===== config.mk =====
export PLATFORM = sky130hd
export DESIGN_NAME = pc_sequencer_flat
export DESIGN_NICKNAME = d
export VERILOG_FILES = /design/src/rtl/pc_sequencer_pkg.sv /design/src/rtl/pc_sequencer_if.sv /design/src/rtl/pc_redirect_hold.sv /design/src/rtl/pc_sequencer.sv /design/src/flat_wrapper.sv
export SDC_FILE = /design/constraint.sdc
export NUM_CORES = 1
export LEC_CHECK = 0
export ABC_CLOCK_PERIOD_IN_PS = 2100
export CAP_MARGIN = 25
export CORE_MARGIN = 5
export CORE_UTILIZATION = 35
export DETAILED_ROUTE_END_ITERATION = 8
export SYNTH_ARGS = -nofsm -noshare
export SYNTH_HDL_FRONTEND = slang
export SYNTH_SLANG_ARGS = --single-unit

===== constraint.sdc =====
create_clock -name clock -period 2.1 [get_ports clock]
set_input_delay 0.42 -clock clock [delete_from_list [all_inputs] [get_ports clock]]
set_output_delay 0.42 -clock clock [all_outputs]
set_load 0.03 [all_outputs]

===== src/rtl/pc_sequencer_pkg.sv =====
// pc_seq_pkg: shared types and constants for the fetch-stage PC sequencer.
//   seq_state_t      sequencer states (BOOT, RUN, FREEZE, HALT)
//   redirect_kind_t  kind of a held redirect (NONE, BRANCH, TRAP)
//   redirect_t       kind + target address of a redirect
//   merge_redirect   folds newly arriving redirects into a held one
package pc_seq_pkg;

    localparam int ADDR_W = 32;
    localparam logic [ADDR_W-1:0] DEFAULT_TRAP_VECTOR = 32'h0000_0080;

    typedef enum logic [1:0] {
        BOOT,
        RUN,
        FREEZE,
        HALT
    } seq_state_t;

    typedef enum logic [1:0] {
        NONE,
        BRANCH,
        TRAP
    } redirect_kind_t;

    typedef struct packed {
        redirect_kind_t    kind;
        logic [ADDR_W-1:0] addr;
    } redirect_t;

    // A trap always wins and replaces whatever is held. A branch replaces a
    // held branch (newest wins) but never displaces a held trap.
    function automatic redirect_t merge_redirect(
        input redirect_t         held,
        input logic              trap,
        input logic              branch,
        input logic [ADDR_W-1:0] branch_addr,
        input logic [ADDR_W-1:0] trap_addr
    );
        redirect_t r;
        r = held;
        if (trap) begin
            r.kind = TRAP;
            r.addr = trap_addr;
        end else if (branch && held.kind != TRAP) begin
            r.kind = BRANCH;
            r.addr = branch_addr;
        end
        return r;
    endfunction

endpackage


===== src/rtl/pc_sequencer_if.sv =====
// pc_sequencer_if: bundle between the hazard unit / branch resolution side
// and the PC sequencer, plus the sequencer's controls for the PC register.
//   inputs to sequencer : stall_req, imem_ready, branch_taken, branch_target,
//                         trap_req, halt_req, resume
//   outputs of sequencer: pc_reset, pc_pause, pc_override, pc_target,
//                         flush_if, halted
//   PC_SEQ_PERF_EN      : adds stall_cycles and redirect_count outputs
// Modports: master = environment side, slave = sequencer side.
interface pc_sequencer_if;
    import pc_seq_pkg::*;

    logic              stall_req;
    logic              imem_ready;
    logic              branch_taken;
    logic [ADDR_W-1:0] branch_target;
    logic              trap_req;
    logic              halt_req;
    logic              resume;

    logic              pc_reset;
    logic              pc_pause;
    logic              pc_override;
    logic [ADDR_W-1:0] pc_target;
    logic              flush_if;
    logic              halted;
`ifdef PC_SEQ_PERF_EN
    logic [31:0]       stall_cycles;
    logic [31:0]       redirect_count;
`endif

    modport master (
        output stall_req, imem_ready, branch_taken, branch_target,
               trap_req, halt_req, resume,
        input  pc_reset, pc_pause, pc_override, pc_target, flush_if, halted
`ifdef PC_SEQ_PERF_EN
        , input stall_cycles, redirect_count
`endif
    );

    modport slave (
        input  stall_req, imem_ready, branch_taken, branch_target,
               trap_req, halt_req, resume,
        output pc_reset, pc_pause, pc_override, pc_target, flush_if, halted
`ifdef PC_SEQ_PERF_EN
        , output stall_cycles, redirect_count
`endif
    );

endinterface


===== src/rtl/pc_redirect_hold.sv =====
// pc_redirect_hold: pending-redirect register. Captures branch/trap requests
// while capture_en is high, applying trap-over-branch priority, and clears on
// the edge the sequencer applies the redirect.
// Ports:
//   clock, reset (async, active-low)
//   capture_en                 high outside BOOT
//   trap_req, branch_taken     redirect pulses
//   branch_target              branch redirect address
//   apply                      redirect is being applied this cycle
//   pending_valid/addr/kind    currently held redirect
module pc_redirect_hold
    import pc_seq_pkg::*;
#(
    parameter logic [ADDR_W-1:0] TRAP_VECTOR = DEFAULT_TRAP_VECTOR
) (
    input  logic              clock,
    input  logic              reset,
    input  logic              capture_en,
    input  logic              trap_req,
    input  logic              branch_taken,
    input  logic [ADDR_W-1:0] branch_target,
    input  logic              apply,
    output logic              pending_valid,
    output logic [ADDR_W-1:0] pending_addr,
    output redirect_kind_t    pending_kind
);

    redirect_t held;

    // Apply takes precedence: anything arriving in the applied cycle is
    // already folded into the applied target, so nothing is left to hold.
    always_ff @(posedge clock or negedge reset) begin
        if (!reset) begin
            held <= '{kind: NONE, addr: '0};
        end else if (apply) begin
            held.kind <= NONE;
        end else if (capture_en) begin
            held <= merge_redirect(held, trap_req, branch_taken,
                                   branch_target, TRAP_VECTOR);
        end
    end

    assign pending_valid = (held.kind != NONE);
    assign pending_addr  = held.addr;
    assign pending_kind  = held.kind;

endmodule


===== src/rtl/pc_sequencer.sv =====
// pc_sequencer: drives the fetch-stage PC register's reset, pause and
// override controls. Handles boot, stalls, imem wait states, branch/trap
// redirects (held while frozen or halted), halt/resume and IF/ID flush.
// Ports:
//   clock  rising-edge clock
//   reset  asynchronous, active-low reset
//   bus    pc_sequencer_if.slave (requests in, PC register controls out)
// Parameters: BOOT_CYCLES (1..255), FLUSH_DEPTH (1..7), TRAP_VECTOR.
// Optional: PC_SEQ_PERF_EN adds stall_cycles and redirect_count counters.
module pc_sequencer
    import pc_seq_pkg::*;
#(
    parameter int unsigned       BOOT_CYCLES = 4,
    parameter int unsigned       FLUSH_DEPTH = 2,
    parameter logic [ADDR_W-1:0] TRAP_VECTOR = DEFAULT_TRAP_VECTOR
) (
    input logic           clock,
    input logic           reset,
    pc_sequencer_if.slave bus
);

    localparam logic [7:0] BOOT_LAST  = 8'(BOOT_CYCLES - 1);
    localparam logic [2:0] FLUSH_LOAD = 3'(FLUSH_DEPTH - 1);

    seq_state_t        state, state_next;
    logic [7:0]        boot_cnt;
    logic [2:0]        flush_cnt;
    logic [ADDR_W-1:0] last_target;

    logic              freeze;
    logic              capture_en;
    logic              apply;
    logic              redirect_valid;
    logic              seq_reset;
    logic              seq_pause;
    logic              seq_halted;

    logic              pending_valid;
    logic [ADDR_W-1:0] pending_addr;
    redirect_kind_t    pending_kind;
    redirect_t         selected;

    assign freeze     = bus.stall_req | ~bus.imem_ready;
    assign capture_en = (state != BOOT);

    pc_redirect_hold #(
        .TRAP_VECTOR(TRAP_VECTOR)
    ) u_hold (
        .clock         (clock),
        .reset         (reset),
        .capture_en    (capture_en),
        .trap_req      (bus.trap_req),
        .branch_taken  (bus.branch_taken),
        .branch_target (bus.branch_target),
        .apply         (apply),
        .pending_valid (pending_valid),
        .pending_addr  (pending_addr),
        .pending_kind  (pending_kind)
    );

    // A redirect arriving this cycle is merged with the held one so it can
    // be applied with zero latency when fetch is not frozen.
    assign selected = merge_redirect('{kind: pending_kind, addr: pending_addr},
                                     bus.trap_req & capture_en,
                                     bus.branch_taken & capture_en,
                                     bus.branch_target, TRAP_VECTOR);
    assign redirect_valid = pending_valid |
                            (capture_en & (bus.trap_req | bus.branch_taken));

    always_ff @(posedge clock or negedge reset) begin
        if (!reset) begin
            state <= BOOT;
        end else begin
            state <= state_next;
        end
    end

    // FREEZE differs from RUN only in name: its first unfrozen cycle behaves
    // exactly like RUN, including halt entry and redirect application.
    always_comb begin
        state_next = state;
        seq_reset  = 1'b0;
        seq_pause  = 1'b0;
        seq_halted = 1'b0;
        apply      = 1'b0;
        case (state)
            BOOT: begin
                seq_reset = 1'b1;
                if (boot_cnt == BOOT_LAST) begin
                    state_next = RUN;
                end
            end
            RUN, FREEZE: begin
                if (freeze) begin
                    seq_pause  = 1'b1;
                    state_next = FREEZE;
                end else begin
                    apply      = redirect_valid;
                    state_next = bus.halt_req ? HALT : RUN;
                end
            end
            HALT: begin
                seq_pause  = 1'b1;
                seq_halted = 1'b1;
                if (bus.resume) begin
                    state_next = RUN;
                end
            end
            default: state_next = BOOT;
        endcase
    end

    // Boot counter, flush counter and the last applied target.
    always_ff @(posedge clock or negedge reset) begin
        if (!reset) begin
            boot_cnt    <= '0;
            flush_cnt   <= '0;
            last_target <= '0;
        end else begin
            if (state == BOOT && boot_cnt != BOOT_LAST) begin
                boot_cnt <= boot_cnt + 8'd1;
            end
            if (apply) begin
                flush_cnt   <= FLUSH_LOAD;
                last_target <= selected.addr;
            end else if (flush_cnt != 3'd0) begin
                flush_cnt <= flush_cnt - 3'd1;
            end
        end
    end

    assign bus.pc_reset    = seq_reset;
    assign bus.pc_pause    = seq_pause;
    assign bus.pc_override = apply;
    assign bus.pc_target   = apply ? selected.addr : last_target;
    assign bus.flush_if    = apply | (flush_cnt != 3'd0);
    assign bus.halted      = seq_halted;

`ifdef PC_SEQ_PERF_EN
    logic [31:0] stall_cycles;
    logic [31:0] redirect_count;

    always_ff @(posedge clock or negedge reset) begin
        if (!reset) begin
            stall_cycles   <= '0;
            redirect_count <= '0;
        end else begin
            if (seq_pause && (state == FREEZE || state == HALT)) begin
                stall_cycles <= stall_cycles + 32'd1;
            end
            if (apply) begin
                redirect_count <= redirect_count + 32'd1;
            end
        end
    end

    assign bus.stall_cycles   = stall_cycles;
    assign bus.redirect_count = redirect_count;
`endif

endmodule


===== src/flat_wrapper.sv =====
// flat-port wrapper written by rule: the top's interface ports become plain ports
module pc_sequencer_flat import pc_seq_pkg::*;
#(
    parameter int unsigned       BOOT_CYCLES = 4,
    parameter int unsigned       FLUSH_DEPTH = 2,
    parameter logic [ADDR_W-1:0] TRAP_VECTOR = DEFAULT_TRAP_VECTOR
)
  (clock, reset, bus_stall_req, bus_imem_ready, bus_branch_taken, bus_branch_target, bus_trap_req, bus_halt_req, bus_resume, bus_pc_reset, bus_pc_pause, bus_pc_override, bus_pc_target, bus_flush_if, bus_halted);
  pc_sequencer_if bus_i ();
  input logic clock;
  input logic reset;
  input wire logic [$bits(bus_i.stall_req)-1:0] bus_stall_req;
  input wire logic [$bits(bus_i.imem_ready)-1:0] bus_imem_ready;
  input wire logic [$bits(bus_i.branch_taken)-1:0] bus_branch_taken;
  input wire logic [$bits(bus_i.branch_target)-1:0] bus_branch_target;
  input wire logic [$bits(bus_i.trap_req)-1:0] bus_trap_req;
  input wire logic [$bits(bus_i.halt_req)-1:0] bus_halt_req;
  input wire logic [$bits(bus_i.resume)-1:0] bus_resume;
  output wire logic [$bits(bus_i.pc_reset)-1:0] bus_pc_reset;
  output wire logic [$bits(bus_i.pc_pause)-1:0] bus_pc_pause;
  output wire logic [$bits(bus_i.pc_override)-1:0] bus_pc_override;
  output wire logic [$bits(bus_i.pc_target)-1:0] bus_pc_target;
  output wire logic [$bits(bus_i.flush_if)-1:0] bus_flush_if;
  output wire logic [$bits(bus_i.halted)-1:0] bus_halted;
  assign bus_i.stall_req = bus_stall_req;
  assign bus_i.imem_ready = bus_imem_ready;
  assign bus_i.branch_taken = bus_branch_taken;
  assign bus_i.branch_target = bus_branch_target;
  assign bus_i.trap_req = bus_trap_req;
  assign bus_i.halt_req = bus_halt_req;
  assign bus_i.resume = bus_resume;
  assign bus_pc_reset = bus_i.pc_reset;
  assign bus_pc_pause = bus_i.pc_pause;
  assign bus_pc_override = bus_i.pc_override;
  assign bus_pc_target = bus_i.pc_target;
  assign bus_flush_if = bus_i.flush_if;
  assign bus_halted = bus_i.halted;
  pc_sequencer #(.BOOT_CYCLES(BOOT_CYCLES), .FLUSH_DEPTH(FLUSH_DEPTH), .TRAP_VECTOR(TRAP_VECTOR)) u_core (.clock(clock), .reset(reset), .bus(bus_i));
endmodule

==> results by group <==
Clock network
  – H-tree depth: 3
  – Clk sinks: 79
  – CTS tree: done
  – CTS buffer count: 9
  – Clk pin slew, worst setup/hold paths: approximately 80 ps
  – Bufs on Longest Clock Path: 2
  – Latest clock arrival within the worst-skew pair: roughly 350 ps
  – Root buf cell: clkbuf_8

Global routing
  – Global Route met2 Usage: 0.237
  – First-pass GRT wire length: 14500 um
  – Initial antenna violation count: 0
  – Met1 global-route usage: 0.182
  – Grt total ovfl: 0
  – Number of global-route vias before repair: 2867
  – Pin count of the biggest net entering global routing: 62
  – Grt peak-use layer: met2
  – Total track usage: 0.142
  – Met3 Usage GRT: 0.0316

Critical path
  – Crit path capture type: output pin
  – Critical path class: flop to output pin
  – Delay of the slowest critical-path stage: 360 ps
  – Top delay family on crit path: buffers and inverters
  – Most common cell on crit path: buf_6
  – Startpoint Class: flop
  – Worst endpoint data arrival time: between 2000 and 2500 ps
  – Worst path cell trace: inv_2 > ha_4 > nand3b_1 > buf_6 > clkbuf_16 > mux2i_1 > o21ai_2 > buf_6
  – Slowest cell on crit path: dfrtp_1
  – Buf/Inv on CP: 4
  – R2R Setup Slk: 100 ps
  – Max Fanout on Critical Path: 7
  – Critical Path RT: 1680 ps

Placement
  – Placer Congestion: approximately 0.73
  – HPWL after DPL: 5880 um
  – Dpl cell area: slightly below 5000 um2
  – Port Buf Inserts: 76
  – # placed instances: about 540
  – Setup Slack @ Placement: -319 ps

Synth
  – Synthesized instance count: around 330
  – Seq cells post-synth: 79
  – Yosys top cell by area: dfrtp_1
  – Cell area after synthesis: between 3000 and 4000 um2
  – Synth area leaders: dfrtp_1, mux2_2, mux2i_1, nor2b_1, o21ai_0
  – Syn_nets: 377
  – Synth top area share: 0.533
  – Mapped Avg Cell Area: 11.2 um2
  – Seq/Total Area, Yosys: 0.533
  – Post-synth cell types: 34
  – Synth warn: 0

Layout
  – Multi-input logic area: 2020 um2
  – Synth-to-Final Area Change: 49.3%
  – Final instance area: between 5000 and 6000 um2
  – Number of fillers in the final layout: 889
  – Ant. Diodes: 0
  – Fin cells: 570
  – Util after Layout: 0.537
  – Share of cells above drive strength 1: 0.399
  – Register area: 1980 um2
  – Final nets: 475

Power
  – P_int: about 4.6 mW
  – Net Switching: 3.08 mW
  – Pwr Total: slightly below 8 mW
  – Clk pwr share: 0.129
  – P per Cell Area: roughly 1400 nW/um2
  – Switching share of power: 0.399
  – Reg power frac: 0.306
  – Peak supply drop: between 0.7 and 0.8 mV
  – Combinational power share: 0.566
  – Pleak: between 2 and 3 nW

STA
  – Slew @ Worst Pin: ~340 ps
  – Fin Hold WS: about 460 ps
  – Setup slack after layout: -369 ps
  – Final min period: ~2500 ps
  – Hold Fails Final Rpt: 0
  – Fin crit share: 1.18
  – Setup violators final: 34
  – Final setup TNS: -11380 ps
  – Worst Skew: approximately 10 ps
  – Fmax: between 0.4 and 0.5 GHz
  – RSZ-0062 raised after global routing: true
  – Worst slew margin: 0.772
  – Fin. max-slew vios: 0

Floorplanning
  – Die area: roughly 13000 um2
  – Die W: between 100 and 150 um
  – Starting Density: 0.360
  – Die height: between 100 and 150 um
  – IO Count: 77
  – Core area: 10300 um2
  – Rows: 37

Route
  – DRC: 0
  – Detail Route Antenna Nets: 0
  – DR vias: approximately 2.8k
  – TritonRoute pass-1 iters: 4
  – Avg WL per Cell: ~16 um
  – Iter 0 DRT Violations: 64
  – Final wirelength: between 9000 and 10000 um
  – Vias per cell: 4.88

Worst hold path
  – Hold Crit Class: input port to flop

Run status
  – Status: complete, but fails checks
  – Failing checks: setup timing

Flow run
  – Max_cap viols: 0
==> sequential cells by signal (all words and copies together) (netlist names) <==
name                        cells
u_core.boot_cnt                 8
u_core.flush_cnt                3
u_core.state                    2
u_core.u_hold.pending_kind      2
u_core.last_target             32
u_core.u_hold.pending_addr     32
==> worst register-to-register path, stage by stage, from the launching register on <==
cell and delay [ps]:
dfrtp_1 390, inv_2 110, ha_4 210, buf_4 130, and3b_1 200, nor3_4 220, buf_12 240, mux2_2 390
==> cell families (layout without fill, tap and decap cells) <==
logic type | Yosys count | count (layout) | share of synthesized area
simple gates | 94 | 94 | 0.129
fa+ha+maj | 6 | 6 | 0.0202
buf+inv | 28 | 131 | 0.0337
mux | 67 | 67 | 0.193
xor+xnor | 7 | 7 | 0.0165
flops | 79 | 79 | 0.533
compound gates | 50 | 50 | 0.0748
==> synthesized netlist by cell type, drive strengths merged <==
cell     instances
xnor2            4
o41ai            1
o21ai           38
a21o             2
clkbuf          11
nand4            2
dfrtp           79
buf              8
inv              9
a31oi            1
o21bai           1
or3              1
nor2b           31
ha               6
nor3             5
nor2             8
mux2            34
nand3b           2
or4b             1
nand2b           3
xor2             3
nand2           38
a21oi            5
a211oi           1
o2bb2ai          1
and3b            1
and3             1
mux2i           33
nand3            1
==> placed cells by master (no fill, tap or decap), drive strengths merged, types with 2 or more instances in the layout <==
cell type and count:
dfrtp 79, mux2i 33, nor3 5, a21o 2, clkdlybuf4s50 37, xnor2 4
clkinvlp 2, a21oi 5, clkbuf 14, nand2 38, nand3b 2, clkinv 2
mux2 34, o21ai 38, nor2b 31, nor2 8, inv 9, ha 6
nand2b 3, nand4 2, buf 65, xor2 3
==> layer usage <==
metal,share of wire,wire (um),vias up
met3,0.031,285,7
met2,0.50,4630,48
met5,0,0,-
li1,-,-,1329
met4,0.011,104,0
met1,0.45,4160,1398
==> path summary, 6_finish.rpt <==
kind                                                  from                                   endpoint  cells after the start
max reg2reg                    u_core.state[1]$_DFFE_PN0P_  u_core.u_hold.pending_addr[9]$_DFFE_PN0P_                      7
min                                           bus_trap_req  u_core.u_hold.pending_kind[1]$_DFFE_PN0P_                      3
max in group asynchronous                            reset  u_core.u_hold.pending_kind[0]$_DFFE_PN0P_                      3
max                            u_core.state[1]$_DFFE_PN0P_                          bus_pc_target[10]                      8
min reg2reg                u_core.last_target[3]$_DFF_PN0_            u_core.last_target[3]$_DFF_PN0_                      2
min in group asynchronous                            reset           u_core.last_target[14]$_DFF_PN0_                      2
==> power by group through the flow <==
stage / combinational, mW / sequential (mW) / clock [mW]
floorplan: 2.51 / 2.29 / 0
global placement: 3.59 / 2.32 / 0
detailed placement: 3.64 / 2.35 / 0
CTS: 4.08 / 2.33 / 1.04
global route: 4.68 / 2.43 / 1.11
finish: 4.37 / 2.36 / 0.993
==> area by class of cell <==
cell class / count / area share
repair buffers: 106 / 0.212
clock inverters: 4 / 0.00587
inverters: 9 / 0.00655
well taps: 136 / 0.0307
flip-flops and latches: 79 / 0.357
multi-input cells: 224 / 0.364
clock buffers: 12 / 0.0244
==> timing repair <==
item,4_1_cts,5_1_grt
endpoints found under the hold margin,18,0
hold buffers,1,0
pin swaps,1,1
setup buffers,5,3
endpoints found under the setup margin,36,35
gates resized for setup,56,30
cloned,1,2
Note: power is estimated with default switching activity, not from simulation.
